$ cat src/rtl/vram_arbiter.sv
// vram_arbiter: single-port frame-buffer arbiter, display reads > block clear > writer.
// Define VBLANK_ONLY_WR_EN to restrict writer stores to vertical blanking.
module vram_arbiter #(
   parameter int ADDR_W = 17,
   parameter int DEPTH  = 76800
) (
   input  logic              clk,
   input  logic              reset,
   input  logic              video_on,
   input  logic              vblank,
   input  logic              disp_req,
   input  logic [ADDR_W-1:0] disp_addr,
   output logic              disp_valid,
   output logic [2:0]        disp_data,
   input  logic              wr_valid,
   output logic              wr_ready,
   input  logic [ADDR_W-1:0] wr_addr,
   input  logic [2:0]        wr_data,
   input  logic              clr_start,
   input  logic [2:0]        clr_color,
   output logic              clr_busy,
   output logic              clr_done,
   output logic              ram_en,
   output logic              ram_we,
   output logic [ADDR_W-1:0] ram_addr,
   output logic [2:0]        ram_wdata,
   input  logic [2:0]        ram_rdata
);
   localparam logic [1:0] IDLE  = 2'd0;
   localparam logic [1:0] CLEAR = 2'd1;
   localparam logic [1:0] DONE  = 2'd2;
   localparam logic [ADDR_W-1:0] LAST = ADDR_W'(DEPTH - 1);

   logic [1:0]        state;
   logic [ADDR_W-1:0] cnt;
   logic [2:0]        color;
   logic              rd_p, rd_inr;
   logic              dreq, disp_inr, wr_inr, clr_slot, wr_go, vb_ok;

   assign dreq     = disp_req & video_on;
   assign disp_inr = disp_addr <= LAST;
   assign wr_inr   = wr_addr <= LAST;
`ifdef VBLANK_ONLY_WR_EN
   assign vb_ok = vblank;
`else
   // vblank has no effect on the writer in this build
   assign vb_ok = vblank | 1'b1;
`endif
   assign wr_ready = ~reset & ~dreq & (state == IDLE) & vb_ok;
   assign clr_slot = ~reset & ~dreq & (state == CLEAR);
   assign wr_go    = wr_valid & wr_ready & wr_inr;
   assign clr_busy = state == CLEAR;
   assign clr_done = state == DONE;

   always_comb begin
      ram_en    = ~reset & (dreq ? disp_inr : (clr_slot | wr_go));
      ram_we    = ~reset & ~dreq & (clr_slot | wr_go);
      ram_addr  = dreq ? disp_addr : clr_slot ? cnt : wr_addr;
      ram_wdata = clr_slot ? color : wr_data;
   end

   always_ff @(posedge clk or posedge reset) begin
      if (reset) begin
         state <= IDLE;
         cnt   <= '0;
         color <= '0;
      end else if (state == IDLE && clr_start) begin
         state <= CLEAR;
         cnt   <= '0;
         color <= clr_color;
      end else if (clr_slot) begin
         if (cnt == LAST) state <= DONE;
         else cnt <= cnt + 1'b1;
      end else if (state[1]) begin
         state <= IDLE;
      end
   end

   // Out-of-range reads still produce a strobe, with the pixel forced to 0
   always_ff @(posedge clk or posedge reset) begin
      if (reset) begin
         rd_p       <= 1'b0;
         rd_inr     <= 1'b0;
         disp_valid <= 1'b0;
         disp_data  <= 3'b0;
      end else begin
         rd_p       <= dreq;
         rd_inr     <= dreq & disp_inr;
         disp_valid <= rd_p;
         disp_data  <= rd_inr ? ram_rdata : 3'b0;
      end
   end
endmodule

$ cat config.mk
export PLATFORM = sky130hd
export DESIGN_NAME = vram_arbiter
export DESIGN_NICKNAME = d
export VERILOG_FILES = /design/src/rtl/vram_arbiter.sv
export SDC_FILE = /design/constraint.sdc
export NUM_CORES = 1
export LEC_CHECK = 0
export BUFFER_PORTS_ARGS = -buffer_cell sky130_fd_sc_hd__buf_4
export CORE_MARGIN = 10
export CORE_UTILIZATION = 30
export DETAILED_ROUTE_END_ITERATION = 8
export GPL_TIMING_DRIVEN = 0
export SLEW_MARGIN = 20
export SYNTH_ARGS = -nofsm -noshare
export SYNTH_HDL_FRONTEND = slang
export SYNTH_SLANG_ARGS = --single-unit
export TNS_END_PERCENT = 5
$ cat constraint.sdc
create_clock -name clk -period 1.7 [get_ports clk]
set_input_delay 0.34 -clock clk [delete_from_list [all_inputs] [get_ports clk]]
set_output_delay 0.34 -clock clk [all_outputs]
set_load 0.1 [all_outputs]
* Word-level counts from Yosys, hierarchy flattened
Index checks and enable logic that the tools add are counted.
** Operators by class
- $lt $le $gt $ge :: 2
- Bitwise gates (word level) :: 12
- Reduce and logical (&&, ||, !) cells :: 6
- $add $sub $neg :: 1
- Muxes and demuxes :: 12
- Equality and inequality tests :: 5
** Operator list (number)
- $mux 17 :: 5
- $le 17x17->1 const B :: 2
- $add 17x1->17 const B :: 1
- $eq 17x17->1 const B :: 1
- $and 1x1->1 :: 9
- $mux 2 :: 3
- $mux 3 :: 2
- $reduce_and 2->1 :: 2
- $ne 3x1->1 const B :: 1
- $reduce_bool 3->1 :: 1
- $eq 2x1->1 const B :: 1
- $eq 2x2->1 const B :: 1
- $logic_not 2->1 :: 1
- $mux 1 :: 2
- $ne 2x2->1 const B :: 1
- $not 1->1 :: 2
- $reduce_bool 2->1 :: 1
- $logic_and 1x1->1 :: 1
- $or 1x1->1 :: 1
** Storage, ports and cells
- Logic and storage cells :: 46
- Output and inout port bits :: 29
- Register bits after elaboration :: 28
- Input port bits :: 50

* Longest topological paths before layout
Gate-level depths: netlist of run 1.
- Depth after elaboration :: 9
- Gate-level depth with buffers :: 7
- Depth with buffers taken out :: 5

* Worst setup path before layout of run 1
No wires, ideal clock.
- Path kind :: input port to output port
- From :: in disp_req
- To :: out wr_ready
- Path buffers :: 1
- Setup slack :: -0.739 ns
- Data arrival time :: 2.099 ns
- Data required time :: 1.360 ns
- Stages on the path :: 3
- Cell sequence :: buf_2 a211o_1 nor2_1
** Between the ends
- Word-level cells in the longest chain between the ends :: 4
** Ends and longest elaborated chain
- start: declaration :: line 11 : input logic disp_req,
- $and 1x1->1 :: line 40 : assign dreq = disp_req & video_on;
- $not 1->1 :: line 49 : assign wr_ready = ~reset & ~dreq & (state == IDLE) & vb_ok;
- $and 1x1->1 (2 in a row) :: line 49
- end: declaration :: line 16 : output logic wr_ready,
No other way between the ends.

* Final worst setup path of run 1
- From :: reg state[1]
- To :: out ram_addr[14]
** Between the ends
- Word-level cells in the longest chain between the ends :: 4
** Ends and longest elaborated chain
- start: declaration :: line 34 : logic [1:0] state;
- start signal: assignment :: line 64 : state <= IDLE;
- start signal: assignment :: line 68 : state <= CLEAR;
- start signal: assignment :: line 72 : if (cnt == LAST) state <= DONE;
- $eq 2x1->1 :: line 50 : assign clr_slot = ~reset & ~dreq & (state == CLEAR);
- $and 1x1->1 :: line 50
- $mux 17 (2 in a row) :: line 58 : ram_addr = dreq ? disp_addr : clr_slot ? cnt : wr_addr;
- end: declaration :: line 25 : output logic [ADDR_W-1:0] ram_addr,
No other way between the ends.

==> impl_summary.txt, run 1 <==
----------------------------------------------------
[Synth]
  Cell taking the most area after synthesis ... sky130_fd_sc_hd__dfrtp_1
  Share of synthesized cell area in and, or, nand and nor gates ... 0.298
  Number of storage elements in the synthesis netlist ... 28
  Parity-gate share of the synthesized area counting xor and xnor cells ... 0
  Main combinational cell family by area after synthesis ... simple AND/OR/NAND/NOR gates
  Proportion of synthesized flip-flops having asynchronous set or reset ... 1.00
  Top cell type's share of synthesized area ... 0.371
  Net Count, Synth ... around 250
  Count of cell types in the netlist ... between 40 and 50
  Synth warn ... 0
  Top post-synthesis cells by area ... sky130_fd_sc_hd__dfrtp_1 (37%), sky130_fd_sc_hd__a221o_1 (9.5%), sky130_fd_sc_hd__and3_1 (6.3%)
  Post-synthesis cell area ... roughly 0.0019 mm2
  Synthesized area per cell ... approximately 9.3 um2
  Syn Inst Count ... about 200
  Complex-gate fraction of the synthesized area ... 0.206
  Part of the Yosys area used for sequential elements ... 0.371
  Portion of netlist area occupied by mux cells ... 0.0709
  Area share of fa/ha/maj cells after synthesis ... 0.00663
  Post-synth EDFFs ... 0
  Prevailing post-synth register cell ... sky130_fd_sc_hd__dfrtp_1

[Floorplan]
  Core area ... between 0.006 and 0.007 mm2
  Top Ports ... 79
  DIE WIDTH ... 99.3 um
  Number of core rows ... 28
  Die Ht ... about 99 um
  Full die area ... ~0.0099 mm2
  Initial core utilization ... 0.313

[Worst setup path]
  Category of the worst setup path launch point ... flip-flop
  Worst stage delay on the critical path ... 0.42 ns
  Slowest stage cell, crit path ... sky130_fd_sc_hd__dfrtp_2
  Type of the setup path with the least slack ... reg -> out
  Largest fanout of any net on the critical path ... 5
  Most used cell along the critical path ... sky130_fd_sc_hd__nor2_4
  Cell-by-cell listing of the critical path ... a211o_1, nor2_4, nor2_4, buf_8, a221o_4, buf_12
  Worst Setup End Kind ... output port
  Required time at the endpoint of the critical path ... 1.36 ns
  Buffers plus inverters on the worst setup path ... 2
  CP top delay family ... compound AO/OA/AOI/OAI gates
  Worst EP arrival ... ~1.9 ns

[Placement]
  HPWL Detailed ... 5.39 mm
  Placed inst area ... 0.00270 mm2
  Placed insts ... ~350
  Routability-driven placement congestion ratio ... 0.810
  Worst setup slack before clock tree synthesis ... -0.642 ns
  Port Buffers ... 75

[Layout]
  Fin cells ... 363
  Layout overhead on the synthesized area ... 69.8%
  Filler cell count in the final layout ... 554
  Post-Route Utilization ... 0.532
  Diodes inserted ... 0
  Layout Cell Area excl Fill ... between 0.003 and 0.004 mm2
  Nets@finish ... ~340
  Share of final-layout standard cells stronger than drive strength 1 ... 0.528

[GRT]
  Number of antenna violations at the first check in global routing ... 0
  Vias in the first global route ... around 2000
  Met2 layer usage reported by global route ... 0.218
  Total grt overflow ... 0
  Grt met3 use ... 0.0325
  Met1 demand-to-capacity share in global routing ... 0.175
  Layer carrying the most global-route usage ... met2
  Wire length of the first global-routing pass ... about 11 mm
  Global router's overall resource usage ... 0.136
  Pin count of the biggest net entering global routing ... 30

[STA]
  Share of the cycle needed by the critical path after routing ... 1.34
  Final clock skew ... around 0.007 ns
  Max Transition Viols Final ... 0
  Shortest clock period the worst path allows after layout ... 2.27 ns
  Worst slew slack as a fraction of its limit ... 0.567
  RSZ-0062 raised after global routing ... yes
  Aggregate negative setup slack ... -12.48 ns
  Max Freq ... roughly 0.44 GHz
  Final setup viols ... 31
  Slew of the pin with the lowest slew margin ... between 0.6 and 0.7 ns
  Final number of hold-violating endpoints ... 0
  Worst Hold Margin ... approximately 0.17 ns
  Least setup slack across all paths after layout ... -0.572 ns

[Status]
  Failing checks ... negative setup slack
  Status ... finished, violations left

[Clock network]
  Sink Count ... 28
  TritonCTS buffer count ... 3
  Count of hold buffers inserted by post-cts repair ... 0
  Maximum root-to-sink buffer count ... 2
  Clk pin slew, worst setup/hold paths ... around 0.10 ns
  TritonCTS clock tree ... yes
  CTS root buffer ... sky130_fd_sc_hd__clkbuf_8
  Clk Latency, worst-skew pair ... 0.28 ns
  Maximum level of the CTS H-tree ... 1

[Power and ir drop]
  Leakage power summed over all cells ... 1.47 nW
  Pwr dens ... 846 mW/mm2
  Largest vdd supply drop ... between 500 and 600 uV
  Overall power of the completed layout ... between 2 and 3 mW

[Detailed routing]
  Via density per instance ... roughly 5.7
  Drt first-iter violations ... 144
  Wirelength, routed ... 7.08 mm
  Number of detailed-routing iterations run before antenna repair ... 4
  Antenna-violating nets left ... 0
  Detail-routed net length per standard cell ... ~20 um
  Number of remaining DRC errors ... 0
  Routed vias ... approximately 2100

[Flow run]
  Maximum capacitance violations ... 0

[Worst hold path]
  Worst hold-check path type ... in -> async

----------------------------------------------------
-- path summary, 6_finish.rpt --
| kind | start | endpoint | slack (ns) | depth (start not counted) |
|---|---|---|---|---|
| max in group asynchronous | reset | cnt[0] | 1.07 | 2 |
| min in group clk | clr_color[0] | color[0] | 0.24 | 3 |
| worst min-delay path | reset | disp_data[2] | 0.17 | 2 |
| worst max-delay path | state[1] | ram_addr[14] | -0.57 | 6 |
| worst max register to register | state[1] | cnt[13] | -0.13 | 5 |
| worst min register to register | rd_p | disp_valid | 0.37 | 0 |
-- cell type report --
class / count / area [um2] / area share
buffer: 14 / 114 / 0.0355
clock buffer: 3 / 41.3 / 0.0129
inverter: 4 / 15.0 / 0.00468
multi-input combinational: 156 / 1350 / 0.422
sequential: 28 / 716 / 0.223
tap: 75 / 93.8 / 0.0293
timing repair buffer: 83 / 873 / 0.272
-- power breakdown --
part	internal, mW	switching (mW)
Combinational	0.543	0.852
Sequential	0.764	0.171
Clock	0.160	0.221
Total	1.47	1.24
-- layer usage --
| metal | share of wire | vias up |
|---|---|---|
| li1 | - | 957 |
| met1 | 0.46 | 1020 |
| met2 | 0.46 | 77 |
| met3 | 0.069 | 4 |
| met4 | 0.010 | 0 |
| met5 | 0 | - |
-- logic make-up (layout without fill, tap and decap cells) --
| family | count (synthesis) | in the layout |
|---|---|---|
| fa+ha+maj | 1 | 1 |
| compound gates | 47 | 47 |
| flops | 28 | 28 |
| mux | 13 | 13 |
| simple gates | 95 | 95 |
| buf+inv | 19 | 104 |
-- sequential cells by signal, summed over array words and instances, names as in the netlist --
register and cells:
cnt 17, color 3, disp_data 3, state 2, disp_valid 1, rd_inr 1
rd_p 1
-- layout by cell type (no fill, tap or decap), types with 3 or more instances in the layout --
cell type	n
sky130_fd_sc_hd__nand3_1	4
sky130_fd_sc_hd__nand2b_1	4
sky130_fd_sc_hd__dfrtp_2	12
sky130_fd_sc_hd__buf_8	4
sky130_fd_sc_hd__and2_1	6
sky130_fd_sc_hd__buf_12	16
sky130_fd_sc_hd__a221o_2	8
sky130_fd_sc_hd__mux2_4	3
sky130_fd_sc_hd__and3_1	18
sky130_fd_sc_hd__o31ai_1	3
sky130_fd_sc_hd__a221o_4	10
sky130_fd_sc_hd__a21oi_1	7
sky130_fd_sc_hd__buf_6	8
sky130_fd_sc_hd__nand4_1	5
sky130_fd_sc_hd__buf_4	62
sky130_fd_sc_hd__mux2i_1	10
sky130_fd_sc_hd__nor2_4	4
sky130_fd_sc_hd__clkbuf_8	3
sky130_fd_sc_hd__nor3_1	4
sky130_fd_sc_hd__dfrtp_1	16
sky130_fd_sc_hd__clkbuf_1	5
sky130_fd_sc_hd__nand2_1	23
-- Yosys cell counts, types with 3 or more instances --
cell and n:
sky130_fd_sc_hd__nand2_1 24, sky130_fd_sc_hd__a221o_1 18, sky130_fd_sc_hd__nor3_1 4, sky130_fd_sc_hd__nor4_1 4, sky130_fd_sc_hd__o31ai_1 3, sky130_fd_sc_hd__a21oi_1 8, sky130_fd_sc_hd__and4_1 3, sky130_fd_sc_hd__buf_2 8
sky130_fd_sc_hd__nand4_1 5, sky130_fd_sc_hd__mux2i_1 10, sky130_fd_sc_hd__clkbuf_1 6, sky130_fd_sc_hd__nand2b_1 4, sky130_fd_sc_hd__and3_1 19, sky130_fd_sc_hd__dfrtp_1 28, sky130_fd_sc_hd__and2_1 6, sky130_fd_sc_hd__nand3_1 5
sky130_fd_sc_hd__a21o_1 3, sky130_fd_sc_hd__nor2_1 4, sky130_fd_sc_hd__mux2_2 3, sky130_fd_sc_hd__inv_1 4
-- repair_timing --
action | in CTS | in global routing
buffers inserted | 5 | 2
gates cloned | 1 | 0
hold endpoints to repair | 0 | 0
gates resized for setup | 68 | 34
pin swaps | 4 | 5
setup endpoints to repair | 41 | 43
No activity file was read; power rests on OpenSTA's default activity.
==> run 2, diff against run 1 <==
--- a/config.mk
+++ b/config.mk
@@ -14,4 +14,4 @@
 export SYNTH_ARGS = -nofsm -noshare
 export SYNTH_HDL_FRONTEND = slang
 export SYNTH_SLANG_ARGS = --single-unit
-export TNS_END_PERCENT = 5
+export TNS_END_PERCENT = 50
==> run 2 against run 1 <==
Compared with the run above:
- setup slack improved by 0.00078 ns
- maximum frequency about the same
- count of clock-buffer cells in the layout increased by 1
- via count decreased by 1.5%
- power increased by 2.2%
- the run still ends with negative setup slack left
- design area increased by 1.4%
- largest cell class unchanged
- critical endpoint is now ram_addr[10]
==> impl_summary.txt, run 2 (synthesis gave the netlist of run 1 again) <==
----------------------------------------------------
[Power and ir drop]
  Leakage power summed over all cells ... 1.48 nW (+0.88%)
  Largest vdd supply drop ... 564 uV (+2.0%)
  Overall power of the completed layout ... 2.77 mW (+2.2%)
  Pwr dens ... 852 mW/mm2 (+0.76%)

[Detailed routing]
  Via density per instance ... 5.59 (-1.5%)
  Antenna-violating nets left ... 0 (unchanged)
  Routed vias ... 2028 (-1.5%)
  Number of detailed-routing iterations run before antenna repair ... 7 (+3)
  Drt first-iter violations ... 165 (+15%)
  Number of remaining DRC errors ... 0 (unchanged)
  Wirelength, routed ... 7.29 mm (+2.9%)
  Detail-routed net length per standard cell ... 20.1 um (+2.9%)

[Layout]
  Diodes inserted ... 0 (unchanged)
  Share of final-layout standard cells stronger than drive strength 1 ... 0.531 (+0.00347)
  Nets@finish ... 340 (-0.29%)
  Leading cell type in the layout, fill and taps excluded ... sky130_fd_sc_hd__buf_4
  Layout overhead on the synthesized area ... 72.2%
  Largest registers ... cnt x17, color x3, disp_data x3
  Largest register FFs ... 17 (unchanged)
  Post-Route Utilization ... 0.540 (+0.00768)
  Top library cells by usage in the layout, fill and taps aside ... sky130_fd_sc_hd__buf_4 (58), sky130_fd_sc_hd__nand2_1 (23), sky130_fd_sc_hd__and3_1 (19), sky130_fd_sc_hd__buf_12 (19), sky130_fd_sc_hd__dfrtp_1 (16)
  Top register by number of flip-flops ... cnt
  Layout Cell Area excl Fill ... 0.00325 mm2 (+1.4%)

[STA]
  Worst slew slack as a fraction of its limit ... 0.590 (+0.0223)
  Shortest clock period the worst path allows after layout ... 2.27 ns (-0.000782 ns)
  Final setup viols ... 32 (+3.2%)
  Least setup slack across all paths after layout ... -0.571 ns (+0.000782 ns)
  Max Freq ... 0.440 GHz (about the same)
  Max Transition Viols Final ... 0 (unchanged)
  Final clock skew ... 0.00982 ns (+0.00274 ns)
  Aggregate negative setup slack ... -12.10 ns (+0.382 ns)
  Final number of hold-violating endpoints ... 0 (unchanged)
  RSZ-0062 raised after global routing ... yes
  Share of the cycle needed by the critical path after routing ... 1.34 (about the same)
  Worst Hold Margin ... 0.169 ns (-0.00457 ns)
  Slew of the pin with the lowest slew margin ... 0.615 ns (-0.0334 ns)

[Floorplan]
  Number of core rows ... 28 (unchanged)
  DIE WIDTH ... 99.3 um (unchanged)
  Initial core utilization ... 0.313 (unchanged)
  Core area ... 0.00603 mm2 (unchanged)
  Die Ht ... 99.3 um (unchanged)
  Full die area ... 0.00987 mm2 (unchanged)
  Top Ports ... 79 (unchanged)

[Clock network]
  TritonCTS clock tree ... yes
  Count of hold buffers inserted by post-cts repair ... 0 (unchanged)
  Sink Count ... 28 (unchanged)
  CTS root buffer ... sky130_fd_sc_hd__clkbuf_8
  Maximum level of the CTS H-tree ... 1 (unchanged)
  Maximum root-to-sink buffer count ... 2 (unchanged)
  TritonCTS buffer count ... 3 (unchanged)
  Clk pin slew, worst setup/hold paths ... 0.10 ns (about the same)
  Clk Latency, worst-skew pair ... 0.28 ns (about the same)

[Worst setup path]
  Required time at the endpoint of the critical path ... 1.36 ns (about the same)
  Worst EP arrival ... 1.93 ns (about the same)
  Largest fanout of any net on the critical path ... 5 (unchanged)
  Type of the setup path with the least slack ... reg -> out
  Worst Setup End Kind ... output port
  Worst setup slack for register-to-register paths ... -0.12 ns (about the same)
  Category of the worst setup path launch point ... flip-flop

[GRT]
  Pin count of the biggest net entering global routing ... 30 (unchanged)
  Global router's overall resource usage ... 0.141 (+0.00582)
  Wire length of the first global-routing pass ... 11.5 mm (+4.0%)
  Vias in the first global route ... 2095 (+4.4%)
  Total grt overflow ... 0 (unchanged)
  Number of antenna violations at the first check in global routing ... 0 (unchanged)

[Status]
  Failing checks ... negative setup slack
  Status ... finished, violations left

[Flow run]
  Maximum capacitance violations ... 0 (unchanged)

[Placement]
  Placed inst area ... 0.00270 mm2 (unchanged)
  Routability-driven placement congestion ratio ... 0.830 (+2.4%)
  Port Buffers ... 75 (unchanged)
  HPWL Detailed ... 5.34 mm (-0.89%)

[Worst hold path]
  Worst hold-check path type ... in -> async

----------------------------------------------------
run 2: cell types whose count changed in the layout (fill, tap and decap cells not counted), moves of 2 or more:
cell / change
sky130_fd_sc_hd__buf_12: +3
sky130_fd_sc_hd__buf_4: -4
sky130_fd_sc_hd__nor4_2: +3
sky130_fd_sc_hd__nor4_4: -2
run 2: path summary, 6_finish.rpt:
check                      cells past startpoint      endpoint    startpoint
setup / recovery                               6  ram_addr[10]      state[1]
hold / removal                                 2  disp_data[0]         reset
setup reg to reg                               5       cnt[11]       cnt[10]
hold reg to reg                                0    disp_valid          rd_p
max in group asynchronous                      2        cnt[4]         reset
min in group clk                               3      color[1]  clr_color[1]
run 2: worst max-delay path, cell delays in order, from the launching register on:
cell and delay (ns):
sky130_fd_sc_hd__dfrtp_2 0.43, sky130_fd_sc_hd__a211o_4 0.29, sky130_fd_sc_hd__nor2_4 0.14, sky130_fd_sc_hd__nor2_4 0.08
sky130_fd_sc_hd__clkbuf_16 0.18, sky130_fd_sc_hd__a221o_4 0.37, sky130_fd_sc_hd__buf_12 0.17
run 2: metrics by stage:
step / instances / setup slack, ns
2_1_floorplan: 203 / -0.389
3_3_place_gp: 353 / -0.670
3_5_place_dp: 353 / -0.666
4_1_cts: 362 / -0.566
5_1_grt: 363 / -0.629
6_report: 363 / -0.571
run 2: report_power, final:
group | leakage, nW | total, mW | switching, mW | internal, mW
Clock | 0.0288 | 0.425 | 0.218 | 0.208
Sequential | 0.351 | 0.936 | 0.172 | 0.764
Combinational | 1.10 | 1.41 | 0.857 | 0.553
run 2: repair_timing:
item                       CTS  global route
pin swaps                   16             4
gates cloned                 1             0
gates resized for setup     90            19
buffers inserted             5             1
setup endpoints to repair   42            43
run 2: per-layer routing:
metal  part of all wire  track usage  vias up
li1                   -            -      956
met1               0.44        0.177      999
met2               0.49        0.242       69
met3              0.060       0.0298        4
met4             0.0066       0.0298        0
met5                  0            0        -
run 2: final cells by class:
type                            count  area (um2)
Fill cell                         554        2770
Inverter                            4        17.5
Multi-Input combinational cell    156        1360
Clock buffer                        4        55.1
Sequential cell                    28         716
Tap cell                           75        93.8
Buffer                             14         130
Timing Repair Buffer               82         881
==> run 3, diff against run 2 <==
--- a/config.mk
+++ b/config.mk
@@ -6,6 +6,7 @@
 export NUM_CORES = 1
 export LEC_CHECK = 0
 export BUFFER_PORTS_ARGS = -buffer_cell sky130_fd_sc_hd__buf_4
+export CORE_ASPECT_RATIO = 2
 export CORE_MARGIN = 10
 export CORE_UTILIZATION = 30
 export DETAILED_ROUTE_END_ITERATION = 8
==> constraint.sdc (replaced) <==
create_clock -name clk -period 2.9 [get_ports clk]
set_input_delay 0.58 -clock clk [delete_from_list [all_inputs] [get_ports clk]]
set_output_delay 0.58 -clock clk [all_outputs]
set_load 0.1 [all_outputs]
==> run 3 against run 2 <==
Compared with the run above:
- the flow now finishes without violations
- global-route usage about the same
- register-to-register slack better by 1.0 ns
- worst hold slack better by 0.19 ns
- via count about the same
- sequential power down 43%
- flip-flop and latch count unchanged
- first-iteration DRC count decreased by 35%
- utilization shrank 10 points
- non-clock buffer count shrank 7
- critical path type is now in -> out
==> impl_summary.txt, run 3 (synthesis gave the netlist of run 1 again) <==
----------------------------------------------------
[Clock network]
  Maximum root-to-sink buffer count ... 2 (unchanged)
  Clk pin slew, worst setup/hold paths ... 0.07 ns (-0.03 ns)
  CTS root buffer ... sky130_fd_sc_hd__clkbuf_16
  Clk Latency, worst-skew pair ... 0.27 ns (about the same)
  Maximum level of the CTS H-tree ... 1 (unchanged)
  TritonCTS buffer count ... 3 (unchanged)
  TritonCTS clock tree ... yes
  Sink Count ... 28 (unchanged)
  Count of hold buffers inserted by post-cts repair ... 0 (unchanged)
  Number of post-CTS setup repair buffers ... 0 (-5)

[STA]
  Worst slew slack as a fraction of its limit ... 0.550 (-0.0394)
  Final clock skew ... 0.00120 ns (-0.00861 ns)
  Max Freq ... about 0.35 GHz
  Aggregate negative setup slack ... 0 ns (+12.10 ns)
  Slew of the pin with the lowest slew margin ... 0.674 ns (+0.0590 ns)
  Share of the cycle needed by the critical path after routing ... 0.976
  Max Transition Viols Final ... 0 (unchanged)
  Shortest clock period the worst path allows after layout ... ~2.8 ns
  Final setup viols ... 0 (-100%)
  RSZ-0062 raised after global routing ... no
  Final number of hold-violating endpoints ... 0 (unchanged)

[Layout]
  Largest register FFs ... 17 (unchanged)
  Share of final-layout standard cells stronger than drive strength 1 ... 0.356 (-0.175)
  Leading cell type in the layout, fill and taps excluded ... sky130_fd_sc_hd__buf_4
  Top library cells by usage in the layout, fill and taps aside ... sky130_fd_sc_hd__buf_4 (75), sky130_fd_sc_hd__dfrtp_1 (28), sky130_fd_sc_hd__nand2_1 (24), sky130_fd_sc_hd__and3_1 (19), sky130_fd_sc_hd__a221o_1 (18)
  Largest registers ... cnt x17, color x3, disp_data x3
  Layout overhead on the synthesized area ... 40.3%
  Layout Cell Area excl Fill ... 0.00265 mm2 (-19%)
  Post-Route Utilization ... 0.437 (-0.102)
  Top register by number of flip-flops ... cnt
  Diodes inserted ... 0 (unchanged)
  Fin cells ... 365 (+0.55%)
  Nets@finish ... 333 (-2.1%)

[Power and ir drop]
  Leakage power summed over all cells ... 1.27 nW (-14%)
  Pwr dens ... 583 mW/mm2 (-32%)
  Largest vdd supply drop ... 294 uV (-48%)
  Overall power of the completed layout ... 1.54 mW (-44%)

[Detailed routing]
  Antenna-violating nets left ... 0 (unchanged)
  Detail-routed net length per standard cell ... 20.4 um (+1.4%)
  Drt first-iter violations ... 108 (-35%)
  Number of detailed-routing iterations run before antenna repair ... 4 (-3)
  Number of remaining DRC errors ... 0 (unchanged)
  Wirelength, routed ... 7.43 mm (+2.0%)
  Via density per instance ... 5.55 (-0.60%)
  Routed vias ... 2027 (-0.049%)

[Worst setup path]
  Logic depth of the worst setup path including buffers ... 7 (+1)
  Worst stage delay on the critical path ... 0.38 ns (-0.05 ns)
  Buffers plus inverters on the worst setup path ... 3 (+1)
  Cell-by-cell listing of the critical path ... buf_2, a211o_1, nor2_4, nor2_4, buf_2, a221o_1, buf_4
  Category of the worst setup path launch point ... input port
  Worst EP arrival ... 2.25 ns (+0.32 ns)
  Worst setup slack for register-to-register paths ... 0.88 ns (+1.00 ns)
  Type of the setup path with the least slack ... in -> out
  CP top delay family ... compound AO/OA/AOI/OAI gates
  R2r worst-path depth ... 7 (+2)
  Largest fanout of any net on the critical path ... 10 (+5)
  Slowest stage cell, crit path ... sky130_fd_sc_hd__a211o_1
  Worst Setup End Kind ... output port
  Required time at the endpoint of the critical path ... 2.32 ns (+0.96 ns)

[GRT]
  Layer carrying the most global-route usage ... met2
  Pin count of the biggest net entering global routing ... 30 (unchanged)
  Met1 demand-to-capacity share in global routing ... 0.136 (-0.0413)
  Vias in the first global route ... 2112 (+0.81%)
  Total grt overflow ... 0 (unchanged)
  Wire length of the first global-routing pass ... 11.4 mm (-0.84%)
  Number of antenna violations at the first check in global routing ... 0 (unchanged)
  Global router's overall resource usage ... 0.142 (+0.000305)
  Grt met3 use ... 0.0294 (-0.000386)
  Met2 layer usage reported by global route ... 0.272 (+0.0298)

[Placement]
  HPWL Detailed ... 6.05 mm (+13%)
  Placed inst area ... 0.00256 mm2 (-5.4%)
  Routability-driven placement congestion ratio ... 0.821 (-1.0%)
  Placed insts ... 362 (+2.5%)
  Port Buffers ... 75 (unchanged)

[Floorplan]
  DIE WIDTH ... 76.1 um (-23%)
  Initial core utilization ... 0.312 (-0.00155)
  Die Ht ... 132 um (+33%)
  Core area ... 0.00606 mm2 (+0.50%)
  Top Ports ... 79 (unchanged)
  Full die area ... 0.0101 mm2 (+2.0%)
  Number of core rows ... 40 (+43%)

[Status]
  Status ... finished clean

[Worst hold path]
  Hold Path Depth ... 0
  Worst hold-check path type ... reg -> reg

[Flow run]
  Maximum capacitance violations ... 0 (unchanged)

----------------------------------------------------
-- run 3: worst paths after layout --
| check | endpoint | from |
|---|---|---|
| max in group asynchronous | color[2] | reset |
| setup reg to reg | cnt[8] | cnt[1] |
| hold / removal | disp_valid | rd_p |
| hold reg to reg | disp_valid | rd_p |
| setup / recovery | ram_addr[8] | disp_req |
| min in group asynchronous | cnt[8] | reset |
-- run 3: layout make-up --
class / count / area (um2)
Fill cell: 622 / 3410
Multi-Input combinational cell: 156 / 1110
Sequential cell: 28 / 701
Timing Repair Buffer: 75 / 563
Tap cell: 84 / 105
Clock buffer: 4 / 88.8
Buffer: 14 / 70.1
Inverter: 4 / 15.0
-- run 3: worst reg2reg max path: stages, from the launching register on --
cell,delay [ns]
sky130_fd_sc_hd__dfrtp_1,0.45
sky130_fd_sc_hd__ha_1,0.25
sky130_fd_sc_hd__and3_1,0.16
sky130_fd_sc_hd__buf_2,0.17
sky130_fd_sc_hd__nand3_1,0.14
sky130_fd_sc_hd__buf_2,0.24
sky130_fd_sc_hd__o311ai_0,0.32
sky130_fd_sc_hd__o41ai_1,0.15
-- run 3: repair_timing --
action                                  in CTS  in global routing
hold endpoints to repair                     0                  0
endpoints found under the setup margin       0                 11
resized for setup                            0                  1
-- run 3: routing by layer --
layer / part of all wire / wire length, um / vias to the layer above
li1: - / - / 948
met1: 0.35 / 2600 / 1003
met2: 0.57 / 4250 / 63
met3: 0.048 / 359 / 13
met4: 0.030 / 221 / 0
met5: 0 / 0 / -
-- run 3: per-stage QoR --
step | hold slack [ns] | setup WS, ns
floorplan | 0.331 | 0.0825
global placement | 0.333 | 0.0671
detailed placement | 0.342 | 0.0649
CTS | 0.358 | 0.0344
global route | 0.366 | 0.0249
finish | 0.360 | 0.0710
-- run 3: report_power, final --
part           switching, mW  internal [mW]  leakage (nW)
Clock                  0.141          0.212        0.0442
Combinational          0.468          0.193         0.861
Sequential            0.0875          0.442         0.368
